File: src/rtl/fb_draw_writer.sv
// fb_draw_writer: clears a framebuffer, then streams clipped pixels from a drawing stage into it.
// Optional clear phase: define FB_DRAW_WRITER_CLEAR_EN to build it in.
module fb_draw_writer #(
  parameter int CORDW     = 16,
  parameter int CIDXW     = 4,
  parameter int FB_WIDTH  = 320,
  parameter int FB_HEIGHT = 180,
  parameter int FB_ADDRW  = 16,
  parameter int BG_CIDX   = 0
) (
  input  logic                    clk,
  input  logic                    rst,
  input  logic                    frame_start,
  output logic                    render_start,
  output logic                    render_oe,
  input  logic signed [CORDW-1:0] px_x,
  input  logic signed [CORDW-1:0] px_y,
  input  logic [CIDXW-1:0]        px_cidx,
  input  logic                    px_drawing,
  input  logic                    render_done,
  output logic                    fb_we,
  output logic [FB_ADDRW-1:0]     fb_addr,
  output logic [CIDXW-1:0]        fb_cidx,
  output logic                    busy,
  output logic                    done
);

  localparam int MW = CORDW + FB_ADDRW;

  // Elaboration-time parameter sanity checks.
  if ((BG_CIDX < 0) || (BG_CIDX >= (1 << CIDXW))) begin : g_bg_range
    $error("BG_CIDX does not fit in CIDXW bits");
  end
  if ((longint'(FB_WIDTH) * longint'(FB_HEIGHT)) > (longint'(1) << FB_ADDRW)) begin : g_addr_range
    $error("FB_ADDRW too small for FB_WIDTH*FB_HEIGHT");
  end

  typedef enum logic [2:0] {
    IDLE   = 3'd0,
    CLEAR  = 3'd1,
    RSTART = 3'd2,
    RENDER = 3'd3,
    DRAIN  = 3'd4,
    DONE   = 3'd5
  } state_t;

  state_t state_r, state_s;
  logic   drain_cnt_r;

  logic                    s1_vld_r;
  logic signed [CORDW-1:0] s1_x_r, s1_y_r;
  logic [CIDXW-1:0]        s1_cidx_r;
  logic                    accept_s, inb_s;

  logic                    we_r;
  logic [FB_ADDRW-1:0]     addr_r, addr_s;
  logic [CIDXW-1:0]        cidx_r;

`ifdef FB_DRAW_WRITER_CLEAR_EN
  localparam logic [FB_ADDRW-1:0] CLR_LAST = FB_ADDRW'(FB_WIDTH * FB_HEIGHT - 1);
  logic [FB_ADDRW-1:0] clr_cnt_r;
  logic                clr_last_s;
  assign clr_last_s = (clr_cnt_r == CLR_LAST);
`endif

  // Next-state logic for the frame sequencer.
  always_comb begin
    state_s = state_r;
    case (state_r)
      IDLE: begin
        if (frame_start) begin
`ifdef FB_DRAW_WRITER_CLEAR_EN
          state_s = CLEAR;
`else
          state_s = RSTART;
`endif
        end else begin
          state_s = IDLE;
        end
      end
      CLEAR: begin
`ifdef FB_DRAW_WRITER_CLEAR_EN
        if (clr_last_s) begin
          state_s = RSTART;
        end else begin
          state_s = CLEAR;
        end
`else
        state_s = IDLE;
`endif
      end
      RSTART: state_s = RENDER;
      RENDER: begin
        if (render_done) begin
          state_s = DRAIN;
        end else begin
          state_s = RENDER;
        end
      end
      DRAIN: begin
        if (drain_cnt_r) begin
          state_s = DONE;
        end else begin
          state_s = DRAIN;
        end
      end
      DONE:    state_s = IDLE;
      default: state_s = IDLE;
    endcase
  end

  // State register and two-cycle drain timer.
  always_ff @(posedge clk) begin
    if (rst) begin
      state_r     <= IDLE;
      drain_cnt_r <= 1'b0;
    end else begin
      state_r     <= state_s;
      drain_cnt_r <= (state_r == DRAIN) ? ~drain_cnt_r : 1'b0;
    end
  end

`ifdef FB_DRAW_WRITER_CLEAR_EN
  // Clear address counter, walks 0..W*H-1 while in CLEAR.
  always_ff @(posedge clk) begin
    if (rst) begin
      clr_cnt_r <= '0;
    end else if ((state_r == CLEAR) && !clr_last_s) begin
      clr_cnt_r <= clr_cnt_r + FB_ADDRW'(1);
    end else begin
      clr_cnt_r <= '0;
    end
  end
`endif

  // Signed bounds test; pixels outside the framebuffer are dropped here.
  assign accept_s = (state_r == RENDER) && px_drawing;
  assign inb_s    = (int'(px_x) >= 0) && (int'(px_x) < FB_WIDTH) &&
                    (int'(px_y) >= 0) && (int'(px_y) < FB_HEIGHT);

  // Pipeline stage 1: capture coordinates and the in-bounds valid bit.
  always_ff @(posedge clk) begin
    if (rst) begin
      s1_vld_r  <= 1'b0;
      s1_x_r    <= '0;
      s1_y_r    <= '0;
      s1_cidx_r <= '0;
    end else begin
      s1_vld_r  <= accept_s && inb_s;
      s1_x_r    <= px_x;
      s1_y_r    <= px_y;
      s1_cidx_r <= px_cidx;
    end
  end

  // Coordinates are known non-negative once valid, so unsigned math is safe.
  assign addr_s = FB_ADDRW'(MW'($unsigned(s1_y_r)) * MW'(FB_WIDTH) + MW'($unsigned(s1_x_r)));

  // Pipeline stage 2: address, data and write enable.
  always_ff @(posedge clk) begin
    if (rst) begin
      we_r   <= 1'b0;
      addr_r <= '0;
      cidx_r <= '0;
    end else begin
      we_r <= s1_vld_r;
      if (s1_vld_r) begin
        addr_r <= addr_s;
        cidx_r <= s1_cidx_r;
      end else begin
        addr_r <= addr_r;
        cidx_r <= cidx_r;
      end
    end
  end

`ifdef FB_DRAW_WRITER_CLEAR_EN
  // Clear writes own the port in CLEAR; the pipeline is empty there.
  always_comb begin
    if (state_r == CLEAR) begin
      fb_we   = 1'b1;
      fb_addr = clr_cnt_r;
      fb_cidx = CIDXW'(BG_CIDX);
    end else begin
      fb_we   = we_r;
      fb_addr = addr_r;
      fb_cidx = cidx_r;
    end
  end
`else
  assign fb_we   = we_r;
  assign fb_addr = addr_r;
  assign fb_cidx = cidx_r;
`endif

  assign render_start = (state_r == RSTART);
  assign render_oe    = (state_r == RENDER);
  assign busy         = (state_r != IDLE);
  assign done         = (state_r == DONE);

endmodule

File: config.mk
export PLATFORM = sky130hd
export DESIGN_NAME = fb_draw_writer
export DESIGN_NICKNAME = d
export VERILOG_FILES = /design/src/rtl/fb_draw_writer.sv
export SDC_FILE = /design/constraint.sdc
export NUM_CORES = 1
export LEC_CHECK = 0
export ABC_AREA = 1
export BUFFER_PORTS_ARGS = -buffer_cell sky130_fd_sc_hd__buf_2
export CORE_ASPECT_RATIO = 1.2
export CORE_MARGIN = 4
export CORE_UTILIZATION = 55
export DETAILED_ROUTE_END_ITERATION = 16
export MAX_ROUTING_LAYER = met4
export PLACE_DENSITY = 0.82
export SLEW_MARGIN = 20
export SYNTH_ARGS = -nofsm -noshare
export SYNTH_HDL_FRONTEND = slang
export SYNTH_SLANG_ARGS = --single-unit
File: constraint.sdc
create_clock -name clk -period 8.2 [get_ports clk]
set_clock_uncertainty 0.15 [all_clocks]
set_input_delay 0.41 -clock clk [delete_from_list [all_inputs] [get_ports clk]]
set_output_delay 0.41 -clock clk [all_outputs]
set_load 0.02 [all_outputs]
# Yosys cells after proc, flatten, opt, wreduce, memory -nomap -nowiden
# Index checks and enable logic that the tools add are counted.
# word_totals
wordCells	33
output_inout_bits	25
regBits	62
# classes
n_eq_ne	4
n_addsub	1
mux	4
bitwise_logic	2
order_cmp	4
reduce_logical	8
mul	1
# ops
op	n
$ge A16 B1 Y1 const B	2
$add A16 B16 Y16	1
$lt A16 B10 Y1 const B	1
$lt A16 B9 Y1 const B	1
$mul A16 B3 Y10 const B	1
$pmux W3 S4	1
$eq A3 B2 Y1 const B	2
$eq A3 B3 Y1 const B	2
$logic_and A1 B1 Y1	5
$logic_not A3 Y1	1
$mux W3	1
$reduce_bool A3 Y1	1
$mux W2	1
$not A1 Y1	2
$reduce_or A2 Y1	1
$mux W1	1

# Logic depth before layout (Yosys ltp)
# depth
word_depth	5
ltp_mapped	18
ltp_nobuf	18

# Least setup slack after synthesis
# No wires, ideal clock.
# synth_path
path_type	flip-flop to flip-flop
startpoint	register s1_y_r[1]
endpoint	register addr_r[15], in the netlist fb_addr[15]
synth_period_minus_slack_ns	2.652
path_slack_ns	5.548
path_stages_with_launch	18
required_time_ns	7.941
arrival_ns	2.394
setup_time_ns	0.109
cell_sequence	dfxtp_1 -> ha_1 -> ha_1 -> fa_1 -> nand2_1 -> nand3_1 -> nand2_1 -> xnor2_1 -> ha_1 -> nand2_1 -> nor2_1 -> nand3_1 -> nand3_1 -> inv_1 -> nand2_1 -> nand3_1 -> nand2_1 -> inv_1
# synth_via
elab_chain_cells	2
# synth_rtl
item	line	text
start: declaration	51	logic signed [CORDW-1:0] s1_x_r, s1_y_r;
start signal: assignment	151	s1_y_r <= px_y;
$mul A16 B3 Y10	157	assign addr_s = FB_ADDRW'(MW'($unsigned(s1_y_r)) * MW'(FB_WIDTH) + MW'($unsigned(s1_x_r)));
$add A16 B16 Y16	157	
end signal: assignment	168	addr_r <= addr_s;
end signal: assignment	171	addr_r <= addr_r;
end: declaration	56	logic [FB_ADDRW-1:0] addr_r, addr_s;
# Every way passes these cells.
# A chain may end at the register's enable or synchronous reset.

# Worst setup path after layout
# Same ends and word-level chain as after synthesis.

==> metrics.csv <==
stage,metric,value,unit
status,status,"complete, no violations",
cts,cts_hold_buffers,0,
cells_and_area,multi_input_area,0.001261,mm^2
floorplanning,die_w,72.04,um
critical_path,rrSetupSlack,5.29,ns
power,total_power,0.5769,mW
critical_path,setup.worst_path.start_class,flip-flop,
critical_path,criticalPathCategory,flip-flop to flip-flop,
cts,numCtsBuffers,5,
global_routing,first_global_vias,2286,
cts,cts_tree,done,
sta,rsz0062_at_grt,no,
cells_and_area,area_delta_synth_final,17.34,%
detailed_routing,antenna_left,0,
sta,maxSlewViolCount,0,
yosys,netlist_top_cells_area,"dfxtp_1, nand2_1, ha_1",
yosys,synth_cell_types,26,
critical_path,cp_max_fo,5,
yosys,synth_warnings,0,
detailed_routing,first_pass_iters,4,
global_routing,track_usage,19.75,%
cts,htreeDepth,2,
yosys,syn_area,0.002706,mm^2
placed_design,io_buffers,65,
critical_path,arrival,2.97,ns
power,powerDensity,181.7,mW/mm^2
power,irDropWorstVdd,0.1103,mV
detailed_routing,vias,2387,
placed_design,gp_congestion,0.8836,
cells_and_area,diodes,0,
global_routing,grt_max_degree,57,
cells_and_area,ff_latch_area,0.001121,mm^2
cells_and_area,nFillCells,402,
yosys,seq_area_frac_synth,41.42,%
cts,cts.sinks,56,
sta,worst_pin_slew,0.9357,ns
detailed_routing,drc_errors,0,
yosys,syn_nets,438,
sta,timing.final.crit_share,35.44,%
placed_design,dp.final_hpwl,4252,um
global_routing,grt_pass1_wl,9446,um
sta,max_slew_margin,37.62,%
yosys,ys_ff_latch,56,
floorplanning,start_util,58.05,%
floorplanning,pin_count,66,
critical_path,critical_path_required,8.26,ns
job,drv_cap,0,
sta,fmax,0.3441,GHz
yosys,synth.avg_cell_area,7.256,um^2
cts,cts_root_buf,clkbuf_8,
cts,clkTransAtPathRegs,0.09,ns
yosys,syn_inst,373,
floorplanning,die_h,84.84,um
detailed_routing,vias_per_cell,4.832,
worst_hold_path,hold_class,input port to flip-flop,
floorplanning,row_count,27,
cts,post-cts-setup-buffers,0,
critical_path,endpoint_kind,flip-flop,
cells_and_area,fin_nets,501,
sta,setup_viol,0,
sta,fin_crit,2.906,ns
floorplanning,dieArea,0.006111,mm^2
power,p_leak,1.765,nW
detailed_routing,drt_iter0_drc,78,
cts,clk_path_buf_depth,2,
cts,clk_latency,0.30,ns
global_routing,grt.overflow.total,0,
detailed_routing,wl_per_cell,11.13,um
cts,cts_resized,0,
floorplanning,core,0.004662,mm^2
detailed_routing,drt-total-wl,5496,um
yosys,synth_top_area_share,41.42,%
cells_and_area,drive_gt1_share,17.43,%
global_routing,antenna_found_initial,0,
sta,finalSetupTns,0,ns
sta,hold_viol,0,
yosys,synth_top_cell_by_area,dfxtp_1,
-- cell families (layout without fill, tap and decap cells) --
logic type / Yosys count / after routing / synth area share (%)
AOI/OAI and AO/OA: 35 / 35 / 7.074
DFF: 56 / 56 / 41.42
buffers and inverters: 79 / 142 / 11.97
xor gates and xnor gates: 7 / 7 / 2.265
and+or+nand+nor: 172 / 172 / 25.61
adders and majority gates: 24 / 24 / 11.65
-- where the power goes --
group,leakage (nW),switching [mW],internal [mW]
Combinational,1.24,0.0522,0.0358
Sequential,0.460,0.00459,0.281
Clock,0.0642,0.0836,0.120
-- sequential cells by signal, indices dropped and copies added (netlist names) --
| name | cells |
|---|---|
| fb_addr | 16 |
| s1_x_r | 16 |
| s1_y_r | 10 |
| fb_cidx | 4 |
| s1_cidx_r | 4 |
| state_r | 3 |
| drain_cnt_r | 1 |
| fb_we | 1 |
| s1_vld_r | 1 |
-- area by class of cell --
class / instances / share of cell area (%)
Inverter: 69 / 8.156
Tap cell: 58 / 2.285
Clock buffer: 5 / 2.167
Timing Repair Buffer: 66 / 10.48
Multi-Input combinational cell: 238 / 39.72
Sequential cell: 56 / 35.30
Clock inverter: 2 / 1.891
-- worst max-delay path, stage by stage (launching register included) --
cell and delay, ns:
dfxtp_1 0.34, ha_1 0.30, ha_1 0.22, fa_1 0.43, nand2_1 0.09, nand3_1 0.08
nand2_1 0.08, xnor2_1 0.06, ha_1 0.36, nand2_1 0.09, nor2_1 0.14, nand3_1 0.11
nand3_1 0.12, inv_1 0.04, nand2_1 0.05, nand3_1 0.06, nand2_1 0.07, inv_1 0.04
-- per-layer routing --
layer | part of all wire (%) | vias up | GRT usage [%] | wire [um]
met5 | 0 | - | - | 0
met4 | 1.7 | 0 | 6.325 | 92
met3 | 5.3 | 7 | 4.028 | 294
met2 | 50 | 64 | 34.53 | 2775
met1 | 42 | 1059 | 22.31 | 2334
li1 | - | 1257 | - | -
-- layout by cell type, fill, tap and decap left out, types with 3 or more instances in the layout --
cell type	n
nand2_1	83
inv_1	69
buf_2	65
nor2_1	59
dfxtp_1	56
a21oi_1	23
ha_1	22
nand3_1	17
nor3_1	5
clkbuf_8	5
xor2_1	4
o21ai_0	4
xnor2_1	3
o21bai_1	3
nor4_1	3
-- path summary, 6_finish.rpt --
| path | startpoint | to | cells after the start |
|---|---|---|---|
| hold / removal | px_cidx[3] | s1_cidx_r[3]$_SDFF_PP0_ | 3 |
| setup reg to reg | s1_y_r[1]$_SDFF_PP0_ | fb_addr[15]$_SDFFE_PP0P_ | 17 |
| hold reg to reg | drain_cnt_r$_SDFF_PP0_ | drain_cnt_r$_SDFF_PP0_ | 1 |
| setup / recovery | s1_y_r[1]$_SDFF_PP0_ | fb_addr[15]$_SDFFE_PP0P_ | 17 |
-- synth_stat cells (all sizes together) --
cell type	number
nand2	85
inv	69
nor2	59
dfxtp	56
a21oi	23
ha	22
nand3	17
buf	8
o21ai	7
nor3	5
xor2	4
nor4	3
o21bai	3
xnor2	3
clkbuf	2
fa	2
nand4	2
a211oi	1
o211ai	1
or2	1
-- through the flow --
step | setup slack (ns) | hold WS (ns) | cells | area, um^2 | utilization, %
after floorplan | 5.548 | 0.2493 | 373 | 2706 | -
after global placement | 5.447 | 0.2576 | 487 | 3047 | 65.35
after detailed placement | 5.339 | 0.2614 | 487 | 3047 | 65.35
after CTS | 5.318 | 0.1469 | 494 | 3176 | 68.12
after global routing | 5.106 | 0.1471 | 494 | 3176 | 68.12
final | 5.294 | 0.1527 | 494 | 3176 | 68.12
(Power assumes the default switching activity.)
